File: config.mk
export PLATFORM = sky130hd
export DESIGN_NAME = line_clear_sequencer
export DESIGN_NICKNAME = d
export VERILOG_FILES = /design/src/rtl/tetris_pkg.sv /design/src/rtl/row_full_detect.sv /design/src/rtl/line_clear_sequencer.sv
export SDC_FILE = /design/constraint.sdc
export NUM_CORES = 1
export LEC_CHECK = 0
export BUFFER_PORTS_ARGS = -buffer_cell sky130_fd_sc_hd__buf_2
export CAP_MARGIN = 25
export CORE_UTILIZATION = 44
export CTS_CLUSTER_SIZE = 12
export DETAILED_ROUTE_END_ITERATION = 8
export HOLD_SLACK_MARGIN = 0.05
export PLACE_DENSITY = 0.8
export SLEW_MARGIN = 20
export SYNTH_ARGS = -nofsm -noshare
export SYNTH_HDL_FRONTEND = slang
export SYNTH_SLANG_ARGS = --single-unit
File: constraint.sdc
create_clock -name clk -period 1.9 [get_ports clk]
set_clock_uncertainty 0.15 [all_clocks]
set_input_delay 0.19 -clock clk [delete_from_list [all_inputs] [get_ports clk]]
set_output_delay 0.19 -clock clk [all_outputs]
set_load 0.005 [all_outputs]
File: src/rtl/tetris_pkg.sv
// rtl/tetris_pkg.sv - shared types and constants for the line-clear sequencer
//
// Purpose : sequencer state encoding, playfield geometry and small helpers.
// Contents: state_e, MAP_ROWS, MAP_COLS, ROW_IDX_W, FLASH_CNT_W, sat_inc3()
package tetris_pkg;

  typedef enum logic [2:0] {
    ST_IDLE  = 3'd0,
    ST_SCAN  = 3'd1,
    ST_FLASH = 3'd2,
    ST_CLEAR = 3'd3,
    ST_SPAWN = 3'd4,
    ST_OVER  = 3'd5
  } state_e;

  localparam int MAP_ROWS    = 8;
  localparam int MAP_COLS    = 8;
  localparam int ROW_IDX_W   = 3;
  localparam int FLASH_CNT_W = 24;

  // Line counter stops at 7 so a huge cascade never wraps back to a small value.
  function automatic logic [2:0] sat_inc3(input logic [2:0] v);
    return (v == 3'd7) ? v : v + 3'd1;
  endfunction

endpackage

File: src/rtl/row_full_detect.sv
// rtl/row_full_detect.sv - combinational full-row finder for the 8x8 playfield
//
// Purpose : flags whether any row is completely filled and returns the
//           lowest-on-screen (highest-index) full row.
// Ports   : occ_map  in  [0:7][0:7] occupancy, row 0 top, 1 = filled
//           any_full out at least one row has all bits set
//           full_idx out highest-index full row (0 when any_full is low)
module row_full_detect
  import tetris_pkg::*;
(
  input  logic [0:MAP_ROWS-1][0:MAP_COLS-1] occ_map,
  output logic                              any_full,
  output logic [ROW_IDX_W-1:0]              full_idx
);

  // Ascending scan: a later (lower on screen) full row overrides an earlier one.
  always_comb begin
    any_full = 1'b0;
    full_idx = '0;
    for (int r = 0; r < MAP_ROWS; r++) begin
      if (&occ_map[r]) begin
        any_full = 1'b1;
        full_idx = ROW_IDX_W'(r);
      end
    end
  end

endmodule

File: src/rtl/line_clear_sequencer.sv
// rtl/line_clear_sequencer.sv - post-lock row flash/remove/spawn sequencer
//
// Purpose : after a block locks, repeatedly finds the lowest full row, flashes
//           it for FLASH_CYCLES clocks, hands it to the map owner for removal,
//           and finally either requests the next block or declares game over.
// Ports   : clk, reset (sync, active high)
//           lock_req      in  block merged into map (pulse)
//           occ_map       in  [0:7][0:7] occupancy, row 0 top
//           row_clear_ack in  map owner removed row_clear_idx
//           busy          out not idle
//           flash_en      out flash phase active
//           row_clear_req out removal request, held until ack
//           row_clear_idx out row being flashed/removed
//           score_plus    out one pulse per removed row
//           lines_cleared out rows removed since last accepted lock_req
//           spawn_req     out one pulse: load next block
//           game_over     out sticky end-of-game flag
module line_clear_sequencer
  import tetris_pkg::*;
#(
  parameter int unsigned FLASH_CYCLES = 12_000_000
) (
  input  logic                              clk,
  input  logic                              reset,
  input  logic                              lock_req,
  input  logic [0:MAP_ROWS-1][0:MAP_COLS-1] occ_map,
  input  logic                              row_clear_ack,
  output logic                              busy,
  output logic                              flash_en,
  output logic                              row_clear_req,
  output logic [ROW_IDX_W-1:0]              row_clear_idx,
  output logic                              score_plus,
  output logic [2:0]                        lines_cleared,
  output logic                              spawn_req,
  output logic                              game_over
);

  state_e                 state_q, state_d;
  logic [FLASH_CNT_W-1:0] cnt_q, cnt_d;
  logic [ROW_IDX_W-1:0]   idx_q, idx_d;
  logic [2:0]             lines_q, lines_d;
  logic                   busy_q, flash_en_q, req_q, score_q, spawn_q, over_q;

  logic                   any_full;
  logic [ROW_IDX_W-1:0]   full_idx;

  row_full_detect u_row_full_detect (
    .occ_map  (occ_map),
    .any_full (any_full),
    .full_idx (full_idx)
  );

  always_comb begin
    state_d = state_q;
    cnt_d   = cnt_q;
    idx_d   = idx_q;
    lines_d = lines_q;
    case (state_q)
      ST_IDLE: begin
        if (lock_req) begin
          state_d = ST_SCAN;
          lines_d = 3'd0;
        end
      end
      ST_SCAN: begin
        if (any_full) begin
          idx_d   = full_idx;
          cnt_d   = FLASH_CNT_W'(FLASH_CYCLES - 1);
          state_d = ST_FLASH;
        end else if (|occ_map[0]) begin
          // Nothing to clear and the top row is occupied: no room to spawn.
          state_d = ST_OVER;
        end else begin
          state_d = ST_SPAWN;
        end
      end
      ST_FLASH: begin
        if (cnt_q == '0) state_d = ST_CLEAR;
        else             cnt_d   = cnt_q - 1'b1;
      end
      ST_CLEAR: begin
        // Return to SCAN so rows shifted down by the removal get re-checked.
        if (row_clear_ack) begin
          lines_d = sat_inc3(lines_q);
          state_d = ST_SCAN;
        end
      end
      ST_SPAWN: state_d = ST_IDLE;
      ST_OVER:  state_d = ST_OVER;
      default:  state_d = ST_IDLE;
    endcase
  end

  // Outputs are decoded from the next state so they line up with the state
  // they describe while still coming straight from flops.
  always_ff @(posedge clk) begin
    if (reset) begin
      state_q    <= ST_IDLE;
      cnt_q      <= '0;
      idx_q      <= '0;
      lines_q    <= 3'd0;
      busy_q     <= 1'b0;
      flash_en_q <= 1'b0;
      req_q      <= 1'b0;
      score_q    <= 1'b0;
      spawn_q    <= 1'b0;
      over_q     <= 1'b0;
    end else begin
      state_q    <= state_d;
      cnt_q      <= cnt_d;
      idx_q      <= idx_d;
      lines_q    <= lines_d;
      busy_q     <= (state_d != ST_IDLE);
      flash_en_q <= (state_d == ST_FLASH);
      req_q      <= (state_d == ST_CLEAR);
      score_q    <= (state_q == ST_CLEAR) && row_clear_ack;
      spawn_q    <= (state_d == ST_SPAWN);
      over_q     <= (state_d == ST_OVER);
    end
  end

  assign busy          = busy_q;
  assign flash_en      = flash_en_q;
  assign row_clear_req = req_q;
  assign row_clear_idx = idx_q;
  assign score_plus    = score_q;
  assign lines_cleared = lines_q;
  assign spawn_req     = spawn_q;
  assign game_over     = over_q;

endmodule

==> flow_metrics.env <==
export IMPL_finish_instance_area_um2=3480
export IMPL_arrival_ns=2.07
export IMPL_fin_crit_ns=2.06
export IMPL_start_util_pct=47.4
export IMPL_violations="setup timing"
export IMPL_yosysTopAreaCell="dfxtp_1"
export IMPL_rows=24
export IMPL_synthTopCellsByArea="dfxtp_1 (37%), a21oi_1 (6.1%), nand4_1 (5.9%)"
export IMPL_synth_top_family_by_area="simple AND/OR/NAND/NOR gates"
export IMPL_relSlewSlack_pct=62.6
export IMPL_clock_root_buffer="clkbuf_8"
export IMPL_grt_use_total_pct=28.5
export IMPL_diodes=0
export IMPL_io_pins=80
export IMPL_reg2reg_slack_ns=-0.16
export IMPL_power_leakage_nw=1.55
export IMPL_synthFlopType="dfxtp_1"
export IMPL_crit_start="state_q[2]$_SDFF_PP0_"
export IMPL_io_buffers=79
export IMPL_die_h_um=71.7
export IMPL_seq_area_frac_synth_pct=36.5
export IMPL_ys_async_sr_fraction_pct=0
export IMPL_dieArea_um2=5140
export IMPL_finalSetupViolCount=21
export IMPL_end_kind="flop"
export IMPL_r2r_cells=7
export IMPL_final_hold_violation_count=0
export IMPL_drc_errors=0
export IMPL_powerDensity_nw_per_um2=740
export IMPL_placed_area_um2=3040
export IMPL_synth_seq_cells=39
export IMPL_crit_path_max_fanout=4
export IMPL_yosys_area_share_simple_pct=37.6
export IMPL_holdCritPathClass="in -> reg"
export IMPL_synthMuxAreaShare_pct=0.468
export IMPL_yosysUniqueCellTypes=57
export IMPL_tns_ns=-1.44
export IMPL_regToRegEndpoint="cnt_q[23]$_SDFFE_PP0P_"
export IMPL_clk_pin_slew_ns=0.08
export IMPL_dr_pass1_iters=5
export IMPL_grt_setup_unrepaired="yes"
export IMPL_synth_edf_count=0
export IMPL_tritoncts="done"
export IMPL_synth_compound_area_share_pct=18.1
export IMPL_utilization_pct=77.3
export IMPL_viasPerCell=5.83
export IMPL_num_vias=2791
export IMPL_core_um2=4500
export IMPL_grt_first_pass_wirelength_um=11700
export IMPL_final_setup_worst_slack_ns=-0.156
export IMPL_ant_nets=0
export IMPL_die_w_um=71.7
export IMPL_max_freq_mhz=486
export IMPL_tightest_slew_ns=0.562
export IMPL_syn_num_nets=336
export IMPL_htree_levels=2
export IMPL_syn2layout_area_growth_pct=63.0
export IMPL_grt_max_degree=30
export IMPL_cp_required_ns=1.91
export IMPL_cts_buffers=5
export IMPL_grt_antenna_before_repair=0
export IMPL_postSynthAreaPerCell_um2=8.06
export IMPL_synth_area_um2=2140
export IMPL_drive_above_1_share_pct=52.2
export IMPL_worstSetupPathType="reg -> reg"
export IMPL_n_fill_cell=299
export IMPL_status="complete, but fails checks"
export IMPL_slew_viol_final=0
export IMPL_netlist_instances=265
export IMPL_fin_nets=497
export IMPL_whs_ns=0.108
export IMPL_dp_hpwl_um=4780
export IMPL_drv_cap=0
export IMPL_grt_pass1_vias=2664
export IMPL_grt_ovfl_total=0
export IMPL_gp_congestion=0.834
export IMPL_insertion_delay_ns=0.29
export IMPL_startpoint_type="flop"
export IMPL_whs_path_depth=3
export IMPL_avgRoutedWirePerCell_um=15.7
export IMPL_yosys_warnings=0
export IMPL_synth_adder_area_share_pct=1.76
export IMPL_synth_xor_area_share_pct=2.05
export IMPL_wirelength_um=7530
export IMPL_drtIter0Drc=197
export IMPL_min_delay_start="lock_req"
export IMPL_synth_top_area_share_pct=36.5
export IMPL_ir_worst_vdd_mv=0.408
export IMPL_r2r_start="state_q[2]$_SDFF_PP0_"
export IMPL_cts_buffer_depth=2
export IMPL_holdPathEnd="busy$_SDFF_PP0_"
export IMPL_fin_crit_sh_pct=108
export IMPL_clkSinkCount=39
-- cell type report --
class | count | area (µm²) | share of cell area [%]
Clock buffer | 6 | 72.6 | 2.08
Inverter | 9 | 33.8 | 0.970
Timing Repair Buffer | 160 | 1020 | 29.3
Sequential cell | 39 | 792 | 22.7
Clock inverter | 2 | 12.5 | 0.359
Multi-Input combinational cell | 211 | 1490 | 42.7
Tap cell | 52 | 65.1 | 1.87
-- Yosys cell counts, types with 2 or more instances --
cell type / count
nand3_1: 10
a211oi_1: 2
o21bai_1: 2
or4_1: 4
nand4b_1: 4
or3_1: 7
nand2_1: 24
o21ai_0: 10
a221oi_1: 2
nand3b_1: 3
xor2_1: 3
nor2_1: 28
a31oi_1: 6
nor3_1: 7
nor3b_1: 2
a21oi_1: 26
nor4_1: 9
o31ai_1: 2
dfxtp_1: 39
a22oi_1: 2
clkbuf_1: 3
buf_2: 2
nor2b_1: 3
and2_1: 2
xnor2_1: 2
inv_1: 9
ha_1: 3
nand4_1: 20
-- kinds of logic after synthesis --
group | after synthesis
DFF | 39
muxes | 1
xor gates and xnor gates | 5
adders and majority gates | 3
and+or+nand+nor | 138
AOI/OAI and AO/OA | 63
buffers and inverters | 16
-- worst max path at each step --
| stage | to | slack (ns) | depth (start not counted) |
|---|---|---|---|
| after global routing | cnt_q[23]$_SDFFE_PP0P_ | -0.24 | 7 |
| after CTS | cnt_q[23]$_SDFFE_PP0P_ | -0.09 | 6 |
| after floorplan | cnt_q[23]$_SDFFE_PP0P_ | -0.09 | 7 |
| final | cnt_q[23]$_SDFFE_PP0P_ | -0.16 | 7 |
| after detailed placement | row_clear_req$_SDFF_PP0_ | -0.27 | 7 |
| after global placement | state_q[0]$_SDFF_PP0_ | -0.23 | 7 |
-- worst max-delay path: stages (launching register included) --
cell and delay [ns]:
dfxtp_1 0.36, buf_4 0.16, nor3b_4 0.28, nand3_2 0.17, nor2_4 0.12, or4b_4 0.48, xor2_2 0.15, a21oi_2 0.06
-- cells in the final DEF (no fill, tap or decap), drive strengths merged, types with 4 or more instances in the layout --
cell type  count
buf          159
dfxtp         39
nor2          29
a21oi         27
nand2         24
nand4         21
o21ai         12
nand3         11
nor4          11
inv            9
nor3           9
or3            7
a31oi          6
clkbuf         6
or4            4
nand4b         4
-- flip-flops by register name, indices dropped and copies added, names as in the netlist --
signal / cells
flash_en: 1
busy: 1
score_plus: 1
spawn_req: 1
cnt_q: 24
row_clear_idx: 3
row_clear_req: 1
lines_cleared: 3
state_q: 3
game_over: 1
-- through the flow --
step	total power, mW	setup slack (ns)	std cells
floorplan	1.31	-0.0878	265
global placement	1.66	-0.232	451
detailed placement	1.68	-0.272	451
CTS	2.42	-0.0946	475
global route	2.71	-0.241	479
finish	2.58	-0.156	479
-- per-layer routing --
metal / vias to the layer above / share of wire (%) / global-route usage (%)
met4: 0 / 2.6 / 10.9
met5: - / 0 / 0
met3: 26 / 5.6 / 5.06
li1: 1335 / - / -
met1: 1290 / 39 / 34.7
met2: 140 / 52 / 49.8
-- power breakdown --
part,internal [mW],switching [mW],leakage [nW]
Combinational,0.550,0.555,1.18
Sequential,0.869,0.0462,0.321
Clock,0.257,0.299,0.0412
-- timing repair --
action,in CTS,in global routing
gates resized for setup,27,30
buffers inserted,14,4
pin swaps,12,7
endpoints found under the setup margin,22,28
hold buffers,1,0
endpoints found under the hold margin,1,0
gates cloned,1,0
Note: power is estimated with default switching activity, not from simulation.
